===== config.mk =====
export PLATFORM = sky130hd
export DESIGN_NAME = id_ex_pipe_reg
export DESIGN_NICKNAME = d
export VERILOG_FILES = /design/src/rtl/id_ex_pipe_reg.sv
export SDC_FILE = /design/constraint.sdc
export NUM_CORES = 1
export LEC_CHECK = 0
export CAP_MARGIN = 5
export CORE_ASPECT_RATIO = 2
export CORE_MARGIN = 2
export CORE_UTILIZATION = 39
export CTS_CLUSTER_DIAMETER = 150
export DETAILED_ROUTE_END_ITERATION = 7
export PLACE_DENSITY = 0.82
export SYNTH_ARGS = -nofsm -noshare
export SYNTH_HDL_FRONTEND = slang
export SYNTH_SLANG_ARGS = --single-unit

===== constraint.sdc =====
create_clock -name Clk -period 1.8 [get_ports Clk]
set_input_delay 0.27 -clock Clk [delete_from_list [all_inputs] [get_ports Clk]]
set_output_delay 0.27 -clock Clk [all_outputs]
set_load 0.02 [all_outputs]

===== src/rtl/id_ex_pipe_reg.sv =====
// Purpose: parametrised ID->EX pipeline register carrying IR, PC+4, operand lanes and flags.
// Latency: one cycle from the _D inputs to the _E outputs; every output comes straight from a flop.
// Backpressure: Stall holds the whole stage; Flush inserts a bubble and wins over Stall.
//
// Ports:
//   Clk, Reset            clock and synchronous active-high reset
//   Stall, Flush          hold / bubble controls (Reset > Flush > Stall > load)
//   Valid_D, IR_D, PC4_D, Lanes_D, Flags_D   decode-side payload
//   Valid_E, IR_E, PC4_E, Lanes_E, Flags_E   execute-side registered payload
//   Stall_Run             consecutive stall cycles, saturating at 255
//   Stall_Timeout         registered (Stall_Run >= STALL_LIMIT)
//   Bubble_Cnt, Stall_Cnt optional performance counters, present only when
//                         ID_EX_PERF_CNT_EN is defined
module id_ex_pipe_reg #(
  parameter int unsigned        DATA_W      = 32,
  parameter int unsigned        NUM_LANES   = 3,
  parameter int unsigned        FLAG_W      = 1,
  parameter logic [DATA_W-1:0]  PC_RESET    = 32'h0000_3000,
  parameter logic [DATA_W-1:0]  NOP_IR      = '0,
  parameter int unsigned        STALL_LIMIT = 16
) (
  input  logic                          Clk,
  input  logic                          Reset,
  input  logic                          Stall,
  input  logic                          Flush,
  input  logic                          Valid_D,
  input  logic [DATA_W-1:0]             IR_D,
  input  logic [DATA_W-1:0]             PC4_D,
  input  logic [NUM_LANES*DATA_W-1:0]   Lanes_D,
  input  logic [FLAG_W-1:0]             Flags_D,
  output logic                          Valid_E,
  output logic [DATA_W-1:0]             IR_E,
  output logic [DATA_W-1:0]             PC4_E,
  output logic [NUM_LANES*DATA_W-1:0]   Lanes_E,
  output logic [FLAG_W-1:0]             Flags_E,
  output logic [7:0]                    Stall_Run,
  output logic                          Stall_Timeout
`ifdef ID_EX_PERF_CNT_EN
  ,
  output logic [31:0]                   Bubble_Cnt,
  output logic [31:0]                   Stall_Cnt
`endif
);

  localparam logic [7:0] LIMIT = 8'(STALL_LIMIT);

  // Declaration initialisers make the power-up state match the reset state.
  logic                        valid_q = 1'b0;
  logic [DATA_W-1:0]           ir_q    = NOP_IR;
  logic [DATA_W-1:0]           pc4_q   = PC_RESET;
  logic [NUM_LANES*DATA_W-1:0] lanes_q = '0;
  logic [FLAG_W-1:0]           flags_q = '0;
  logic [7:0]                  run_q   = 8'd0;
  logic                        tmo_q   = 1'b0;
  logic [7:0]                  run_nxt;

  // Next stall-run value ignoring Reset; a flush or load clears it, a plain
  // stall counts up and sticks at 255 so the timeout can never fall mid-stall.
  always_comb begin
    run_nxt = 8'd0;
    if (!Flush && Stall) begin
      run_nxt = (run_q == 8'hFF) ? run_q : run_q + 8'd1;
    end
  end

  always_ff @(posedge Clk) begin
    if (Reset) begin
      valid_q <= 1'b0;
      ir_q    <= NOP_IR;
      pc4_q   <= PC_RESET;
      lanes_q <= '0;
      flags_q <= '0;
      run_q   <= 8'd0;
      tmo_q   <= 1'b0;
    end else begin
      if (Flush) begin
        // Bubble keeps its PC so a debugger can still place it in the stream.
        valid_q <= 1'b0;
        ir_q    <= NOP_IR;
        pc4_q   <= PC4_D;
        lanes_q <= '0;
        flags_q <= '0;
      end else if (!Stall) begin
        valid_q <= Valid_D;
        ir_q    <= IR_D;
        pc4_q   <= PC4_D;
        lanes_q <= Lanes_D;
        flags_q <= Flags_D;
      end
      run_q <= run_nxt;
      tmo_q <= (run_nxt >= LIMIT);
    end
  end

  assign Valid_E       = valid_q;
  assign IR_E          = ir_q;
  assign PC4_E         = pc4_q;
  assign Lanes_E       = lanes_q;
  assign Flags_E       = flags_q;
  assign Stall_Run     = run_q;
  assign Stall_Timeout = tmo_q;

`ifdef ID_EX_PERF_CNT_EN
  logic [31:0] bubble_q = 32'd0;
  logic [31:0] stall_q  = 32'd0;

  // Both counters wrap freely; a stall overridden by a flush counts as a bubble only.
  always_ff @(posedge Clk) begin
    if (Reset) begin
      bubble_q <= 32'd0;
      stall_q  <= 32'd0;
    end else begin
      if (Flush) begin
        bubble_q <= bubble_q + 32'd1;
      end
      if (Stall && !Flush) begin
        stall_q <= stall_q + 32'd1;
      end
    end
  end

  assign Bubble_Cnt = bubble_q;
  assign Stall_Cnt  = stall_q;
`endif

endmodule


==> flow_summary.yaml, run 1 <==
setup_path:
  r2r-start: "Stall_Run[0]$_SDFF_PP0_"
  cp_data_arrival_time_ps: 1490
  worstPathRequired_ps: 1530
  r2r_slack_ps: 190
  crit_path_top_delay_cell: "clkdlybuf4s50_1"
  startpoint_type: "register"
  r2r_end: "Stall_Timeout$_SDFF_PP0_"
  critPathKind: "register to primary output"
  path_buf_inv: 1
  critPathMaxStageDelay_ps: 660
  cp-end-kind: "primary output"
  critPathLaunch: "Stall_Run[3]$_SDFF_PP0_"
  cp_cell_sequence: "clkdlybuf4s50_1"
  cp_top_family: "buffers and inverters"
  path_depth: 1
  cp_max_fo: 6
  r2r_cells: 4
  cp-endpoint: "Stall_Run[3]"
drt:
  vias_per_cell: 4.72
  finalWirelength_um: 18700
  ant_nets: 0
  vias: 5442
  dr.pass1.iters: 4
  drt_iter0_drc: 84
  wire_per_inst_um: 16.2
  remaining_drc_errors: 0
synth:
  synthMostInstantiatedCell: "dfxtp_1"
  synthAdderAreaFrac_pct: 0.199
  syn_area_sq_um: 6290
  ys_warn_count: 0
  postSynth.asyncResetShare_pct: 0
  synth.avg_cell_area_sq_um: 10.3
  synthCells: 610
  yosysTopAreaCell: "dfxtp_1"
  synth_top_family_by_area: "multiplexers"
  synth-edff-count: 0
  synthTopCellsByCount: "171 x dfxtp_1, 131 x mux2i_1, 71 x nor2_2"
  ys_ff_latch: 171
  synth_xor_area_share_pct: 0.139
  synthSimpleGateAreaFrac_pct: 16.8
  synth_compound_area_share_pct: 3.36
  synth_area_leaders: "dfxtp_1 54%, mux2i_1 21%, nor2_2 7.1%"
  seq_area_frac_synth_pct: 54.4
  synth_top_area_share_pct: 54.4
  syn_nets: 777
  synth.distinct_cells: 31
  synth.mux.area_fraction_pct: 20.8
  synthFlopType: "dfxtp_1"
clock_network:
  cts.htree.levels: 4
  tritoncts: "built"
  clk_pin_slew_ps: 60
  clk_latency_ps: 420
  clock_sinks: 171
  root_buffer: "clkbuf_16"
  cts_hold_buf: 0
  clockBufferDepth: 2
  numCtsBuffers: 17
flow_run:
  cap_violations: 0
timing:
  fmax_ghz: 0.570
  hold_violations: 0
  worst_pin_slew_ps: 354
  max_slew_margin_pct: 76.0
  period_share_pct: 97.5
  fin_crit_ps: 1760
  setup_viol: 0
  rsz0062_at_grt: "false"
  finalMaxSlewViolations: 0
  setup-tns-final_ps: 0
  finClkSkew_ps: 3.84
floorplanning:
  start_util_pct: 39.9
  dieWidth_um: 93.8
  die-area_sq_um: 17200
  io_pins: 337
  core_sq_um: 15800
  num_rows: 65
  dieHeight_um: 184
power:
  p_comb_share_pct: 15.0
  pwr-share-clk_pct: 40.7
  intPower_uw: 6820
  pwr-share-seq_pct: 44.3
  total_power_uw: 9020
  power_density_nw_per_um2: 862
  switching_share_pct: 24.4
  p_sw_uw: 2200
  p_leak_uw: 0.00426
  irDropWorstVdd_mv: 0.643
global_route:
  grt_usage_pct: 21.5
  grt-ovfl-total: 0
  busiest_layer: "met2"
  grt_use_met3_pct: 6.60
  grt_max_degree: 40
  grt_pass1_vias: 5605
  gr-usage-met2_pct: 40.3
  antenna_found_initial: 1
  met1_usage_pct: 19.8
  grt_pass1_wl_um: 28400
finish:
  final_layout_size_suffix_gt1_share_pct: 12.8
  syn2layout_area_growth_pct: 66.4
  final_nets: 1107
  n_antenna_cell: 0
outcome:
  status: "finished clean"
placed_design:
  place_congestion: 0.848
  dp_hpwl_um: 14100
  io_buffers: 336
worst_hold_path:
  hp-class: "input pin to register"
  hp-start: "Stall"
  hold_depth: 3
[per-stage QoR]
step / setup slack, ps / hold WS [ps] / instances / util (%) / area [sq um]
5_1_grt: 2.61 / 289 / 1154 / 66.4 / 10500
4_1_cts: 0.615 / 277 / 1154 / 66.3 / 10500
6_report: 44.2 / 286 / 1154 / 66.4 / 10500
3_3_place_gp: 223 / 436 / 1122 / 62.5 / 9870
2_1_floorplan: 286 / 391 / 610 / - / 6290
3_5_place_dp: 150 / 442 / 1122 / 62.5 / 9870
[power groups by stage]
stage	registers, uW	clock network, uW	logic, uW
floorplan	4250	0	448
global placement	4070	0	1350
detailed placement	4080	0	1360
CTS	4000	3760	1370
global route	4010	3880	1450
finish	4000	3670	1360
[per-layer routing]
metal  share of wire, %  wire, um
met5                  0         0
met4                4.9       913
met3                7.1      1320
met2                 55     10200
met1                 33      6190
[layout by cell type, fill, tap and decap left out, drive strengths merged]
cell	netlist	final
a211oi	1	1
a21oi	31	31
a31oi	1	1
a41oi	1	1
and3	1	1
buf	32	17
bufinv	0	2
clkbuf	9	20
clkdlybuf4s50	0	330
clkinv	0	3
clkinvlp	0	4
dfxtp	171	171
dlygate4sd2	0	2
dlymetal6s2s	0	3
ha	1	1
inv	1	4
mux2i	131	131
nand2	70	70
nand2b	1	1
nand3	3	3
nand3b	2	2
nand4	1	1
nor2	141	141
nor2b	1	1
nor3	4	4
o21a	1	1
o21ai	2	2
o21bai	1	1
o311ai	1	1
or2	1	1
xor2	1	1
[cell families after synthesis]
logic type / after synthesis
AO/OA/AOI/OAI: 39
XOR/XNOR: 1
adder cells (fa/ha/maj): 1
buffers and inverters: 42
flip-flops: 171
multiplexers: 131
AND/OR/NAND/NOR: 225
[flip-flops by register name (all words and copies together) (netlist names)]
register	cells
Lanes_E	96
Stall_Run	8
IR_E	32
Valid_E	1
PC4_E	32
Flags_E	1
Stall_Timeout	1
[how the worst min path moves through the flow]
| stage | to | slack (ps) |
|---|---|---|
| 3_3_place_gp | PC4_E[4]$_SDFFE_PP0N_ | 440 |
| 2_1_floorplan | PC4_E[12]$_SDFFE_PP1N_ | 390 |
| 3_5_place_dp | PC4_E[14]$_SDFFE_PP0N_ | 440 |
| 4_1_cts | IR_E[26]$_SDFFE_PP0N_ | 280 |
| 6_report | Lanes_E[95]$_SDFFE_PP0N_ | 290 |
| 5_1_grt | Lanes_E[95]$_SDFFE_PP0N_ | 290 |
[what timing repair did]
| action | 4_1_cts | 5_1_grt |
|---|---|---|
| hold endpoints to repair | 0 | 0 |
| endpoints found under the setup margin | 2 | 3 |
| cloned | 0 | 0 |
| pin swaps | 0 | 0 |
| setup buffers | 0 | 0 |
| gates resized for setup | 2 | 3 |
[layout make-up]
cell class,instances,area [sq um]
Tap cell,201,251
Clock inverter,12,139
Clock buffer,20,457
Multi-Input combinational cell,397,2610
Timing Repair Buffer,352,3590
Fill cell,1267,5310
Inverter,1,3.75
Sequential cell,171,3420
No activity file was read; power rests on OpenSTA's default activity.
==> inputs of run 2 (changes only) <==
- PLACE_DENSITY: 0.82 -> 0.76
- SLEW_MARGIN: default -> 0
==> flow_summary.yaml, run 2 (same netlist as run 1, synthesis figures left out) <==
setup_path:
  critPathKind: "register to primary output"
  critPathMaxStageDelay_ps: 650
  worstPathRequired_ps: 1530
  cp_top_family: "buffers and inverters"
  cp_max_fo: 5
  r2r_slack_ps: 290
  cp_data_arrival_time_ps: 1460
  path_buf_inv: 1
  r2r_cells: 5
  cp-end-kind: "primary output"
  startpoint_type: "register"
  crit_path_top_delay_cell: "clkdlybuf4s50_1"
  path_depth: 1
  r2r-start: "Stall_Run[1]$_SDFF_PP0_"
  r2r_end: "Stall_Run[3]$_SDFF_PP0_"
  cp_cell_sequence: "clkdlybuf4s50_1"
timing:
  hold_violations: 0
  worst_pin_slew_ps: 483
  fin_crit_ps: 1730
  rsz0062_at_grt: "false"
  period_share_pct: 96.2
  fin_ws_ps: 68.1
  finalMaxSlewViolations: 0
  max_slew_margin_pct: 67.8
  finClkSkew_ps: 7.34
  setup_viol: 0
  setup-tns-final_ps: 0
  whs_ps: 281
  fmax_ghz: 0.577
power:
  power_density_nw_per_um2: 866
  irDropWorstVdd_mv: 0.672
  p_leak_uw: 0.00426
drt:
  vias: 5364
  wire_per_inst_um: 16.2
  finalWirelength_um: 18600
  remaining_drc_errors: 0
  drt_iter0_drc: 119
  dr.pass1.iters: 6
  vias_per_cell: 4.66
  ant_nets: 0
placed_design:
  dp.cells: 1120
  place_congestion: 0.820
  dp_hpwl_um: 14000
  pre_cts_ws_ps: 139
  io_buffers: 336
floorplanning:
  dieWidth_um: 93.8
  die-area_sq_um: 17200
  dieHeight_um: 184
  num_rows: 65
  core_sq_um: 15800
  io_pins: 337
  start_util_pct: 39.9
clock_network:
  clk_latency_ps: 420
  clk_pin_slew_ps: 60
  numCtsBuffers: 17
  clock_sinks: 171
  tritoncts: "built"
  root_buffer: "clkbuf_16"
  cts.htree.levels: 4
  cts_hold_buf: 0
  clockBufferDepth: 2
finish:
  syn2layout_area_growth_pct: 65.9
  final_nets: 1105
  largest_register_ffs: 96
  final_common_cell: "clkdlybuf4s50_1"
  layout_common_cells: "329 x clkdlybuf4s50_1, 171 x dfxtp_1, 131 x mux2i_1, 71 x nor2_2"
  n_antenna_cell: 0
  fin_cells: 1152
  final_layout_size_suffix_gt1_share_pct: 12.7
worst_hold_path:
  hp-class: "input pin to register"
  hold_depth: 3
  min_to: "Lanes_E[26]$_SDFFE_PP0N_"
  hp-start: "Stall"
flow_run:
  cap_violations: 0
global_route:
  grt_usage_pct: 21.3
  grt_pass1_wl_um: 28300
  grt_max_degree: 74
  antenna_found_initial: 0
  grt_pass1_vias: 5395
  grt-ovfl-total: 0
outcome:
  status: "finished clean"
-- run 2: cell type report --
cell class              count  area, sq um
fillers                  1279         5340
repair buffers            350         3550
flip-flops and latches    171         3420
multi-input cells         397         2610
clock buffers              20          467
well taps                 201          251
clock inverters            12          138
inverters                   1         3.75
-- run 2: worst max-delay path by stage --
stage                     slack, ps                        to                     from
final                            70              Stall_Run[4]  Stall_Run[4]$_SDFF_PP0_
after CTS                         1              Stall_Run[1]  Stall_Run[1]$_SDFF_PP0_
after floorplan                 290  Stall_Timeout$_SDFF_PP0_  Stall_Run[0]$_SDFF_PP0_
after global placement          180  Lanes_E[70]$_SDFFE_PP0N_                    Flush
after detailed placement        140  Lanes_E[69]$_SDFFE_PP0N_                    Flush
after global routing             30              Stall_Run[6]  Stall_Run[6]$_SDFF_PP0_
-- run 2: through the flow --
step                area [sq um]  total power (uW)  util, %
global route               10400              9380     66.1
global placement            9830              5420     62.3
detailed placement          9830              5440     62.3
CTS                        10400              9150     66.1
finish                     10400              9040     66.1
floorplan                   6290              4700        -
-- run 2: repair_timing --
item                                   in CTS  in global routing
setup buffers                               0                  0
gates resized for setup                     3                  3
setup endpoints to repair                   3                  3
endpoints found under the hold margin       0                  0
-- run 2: worst min-delay path, stage by stage --
cell     delay, ps
buf_6          170
mux2i_1        140
nor2_1          70
-- run 2: power breakdown --
part           internal (uW)  total, uW  switching (uW)  leakage (uW)
clock network           2170       3700            1530      0.000293
logic                    755       1350             593       0.00257
registers               3930       4000            71.5       0.00140
total                   6850       9040            2190       0.00426
-- run 2: per-layer routing --
layer,GRT usage (%),share of wire [%]
met4,10.4,3.8
met5,0,0
met3,5.74,6.7
met1,21.1,35
met2,39.6,54
==> inputs of run 3 (changes only) <==
- PLACE_DENSITY: 0.76 -> 0.83
- clock period: 1.8 -> 1.9 ns (I/O delays scaled with it)
==> flow_summary.yaml, run 3 (same netlist as run 1, synthesis figures left out) <==
global_route:
  grt_usage_pct: 21.0
  grt_pass1_vias: 5303
  grt-ovfl-total: 0
  grt_pass1_wl_um: 27700
  antenna_found_initial: 0
  grt_max_degree: 78
placed_design:
  io_buffers: 336
  dp_hpwl_um: 13800
  place_congestion: 0.814
setup_path:
  worstPathRequired_ps: 1620
  critPathKind: "register to primary output"
  cp_data_arrival_time_ps: 1540
  cp_max_fo: 7
  cp_cell_sequence: "clkdlybuf4s50_1"
  path_buf_inv: 1
  critPathMaxStageDelay_ps: 660
  startpoint_type: "register"
  crit_path_top_delay_cell: "clkdlybuf4s50_1"
  cp_top_family: "buffers and inverters"
  cp-end-kind: "primary output"
timing:
  hold_violations: 0
  finClkSkew_ps: 4.08
  period_share_pct: 96.1
  worst_pin_slew_ps: 489
  setup_viol: 0
  fmax_ghz: 0.548
  whs_ps: 282
  finalMaxSlewViolations: 0
  max_slew_margin_pct: 67.4
  setup-tns-final_ps: 0
  fin_crit_ps: 1830
  rsz0062_at_grt: "false"
finish:
  fin_util_pct: 66.4
  layout_common_cells: "335 x clkdlybuf4s50_1, 171 x dfxtp_1, 131 x mux2i_1, 71 x nor2_2"
  final_layout_size_suffix_gt1_share_pct: 12.0
  final_common_cell: "clkdlybuf4s50_1"
  syn2layout_area_growth_pct: 66.4
  largest_register_ffs: 96
  n_antenna_cell: 0
  final_nets: 1101
drt:
  dr.pass1.iters: 4
  ant_nets: 0
  vias_per_cell: 4.70
  vias: 5401
  finalWirelength_um: 18400
  wire_per_inst_um: 16.0
  drt_iter0_drc: 107
  remaining_drc_errors: 0
floorplanning:
  dieWidth_um: 93.8
  start_util_pct: 39.9
  die-area_sq_um: 17200
  io_pins: 337
  core_sq_um: 15800
  num_rows: 65
  dieHeight_um: 184
power:
  power_density_nw_per_um2: 853
  irDropWorstVdd_mv: 0.586
  p_leak_uw: 0.00420
clock_network:
  clk_pin_slew_ps: 60
  root_buffer: "clkbuf_16"
  cts_hold_buf: 0
  clk_latency_ps: 420
  post_cts_buffers: 0
  cts_resized: 0
  clock_sinks: 171
  clockBufferDepth: 2
  cts.htree.levels: 4
  tritoncts: "built"
  numCtsBuffers: 17
flow_run:
  cap_violations: 0
worst_hold_path:
  hp-class: "input pin to register"
outcome:
  status: "finished clean"
==> run 3: worst register-to-register path, delay by kind of cell (launching register included) <==
| kind | cells | cell delay (ps) |
|---|---|---|
| AOI/OAI and AO/OA | 2 | 560 |
| DFF | 1 | 420 |
| adders and majority gates | 1 | 250 |
| and+or+nand+nor | 1 | 190 |
==> run 3: cell type report <==
class,instances,area [sq um]
Timing Repair Buffer,346,3530
Tap cell,201,251
Fill cell,1246,5310
Clock buffer,23,478
Sequential cell,171,3420
Clock inverter,9,184
Inverter,1,3.75
Multi-Input combinational cell,397,2610
==> run 3: path summary, 6_finish.rpt <==
kind                            slack [ps]  cells after the start                    start                  endpoint
worst max-delay path                    70                      1  Stall_Run[2]$_SDFF_PP0_              Stall_Run[2]
worst min-delay path                   280                      3                    Stall      IR_E[1]$_SDFFE_PP0N_
worst max register to register         330                      4  Stall_Run[1]$_SDFF_PP0_  Stall_Timeout$_SDFF_PP0_
worst min register to register         450                      2   PC4_E[26]$_SDFFE_PP0N_    PC4_E[26]$_SDFFE_PP0N_
==> run 3: metal layers <==
layer / global-route usage (%) / part of all wire (%) / vias to the layer above
met5: 0 / 0 / -
met4: 11.7 / 4.8 / 0
met3: 7.18 / 7.5 / 43
met2: 37.4 / 53 / 226
met1: 20.7 / 35 / 2465
li1: - / - / 2667
==> run 3: report_power, final <==
part           switching [uW]  internal, uW  total [uW]
Clock                    1420          2450        3870
Sequential               69.6          3720        3790
Combinational             557           713        1270
Total                    2050          6880        8930
==> run 3: metrics by stage <==
step / instance area [sq um] / worst slack [ps] / instances / total power, uW
3_3_place_gp: 9810 / 247 / 1116 / 5120
5_1_grt: 10500 / 17.7 / 1148 / 9230
3_5_place_dp: 9810 / 209 / 1116 / 5140
6_report: 10500 / 74.5 / 1148 / 8930
2_1_floorplan: 6290 / 386 / 610 / 4450
4_1_cts: 10500 / 56.9 / 1148 / 9030
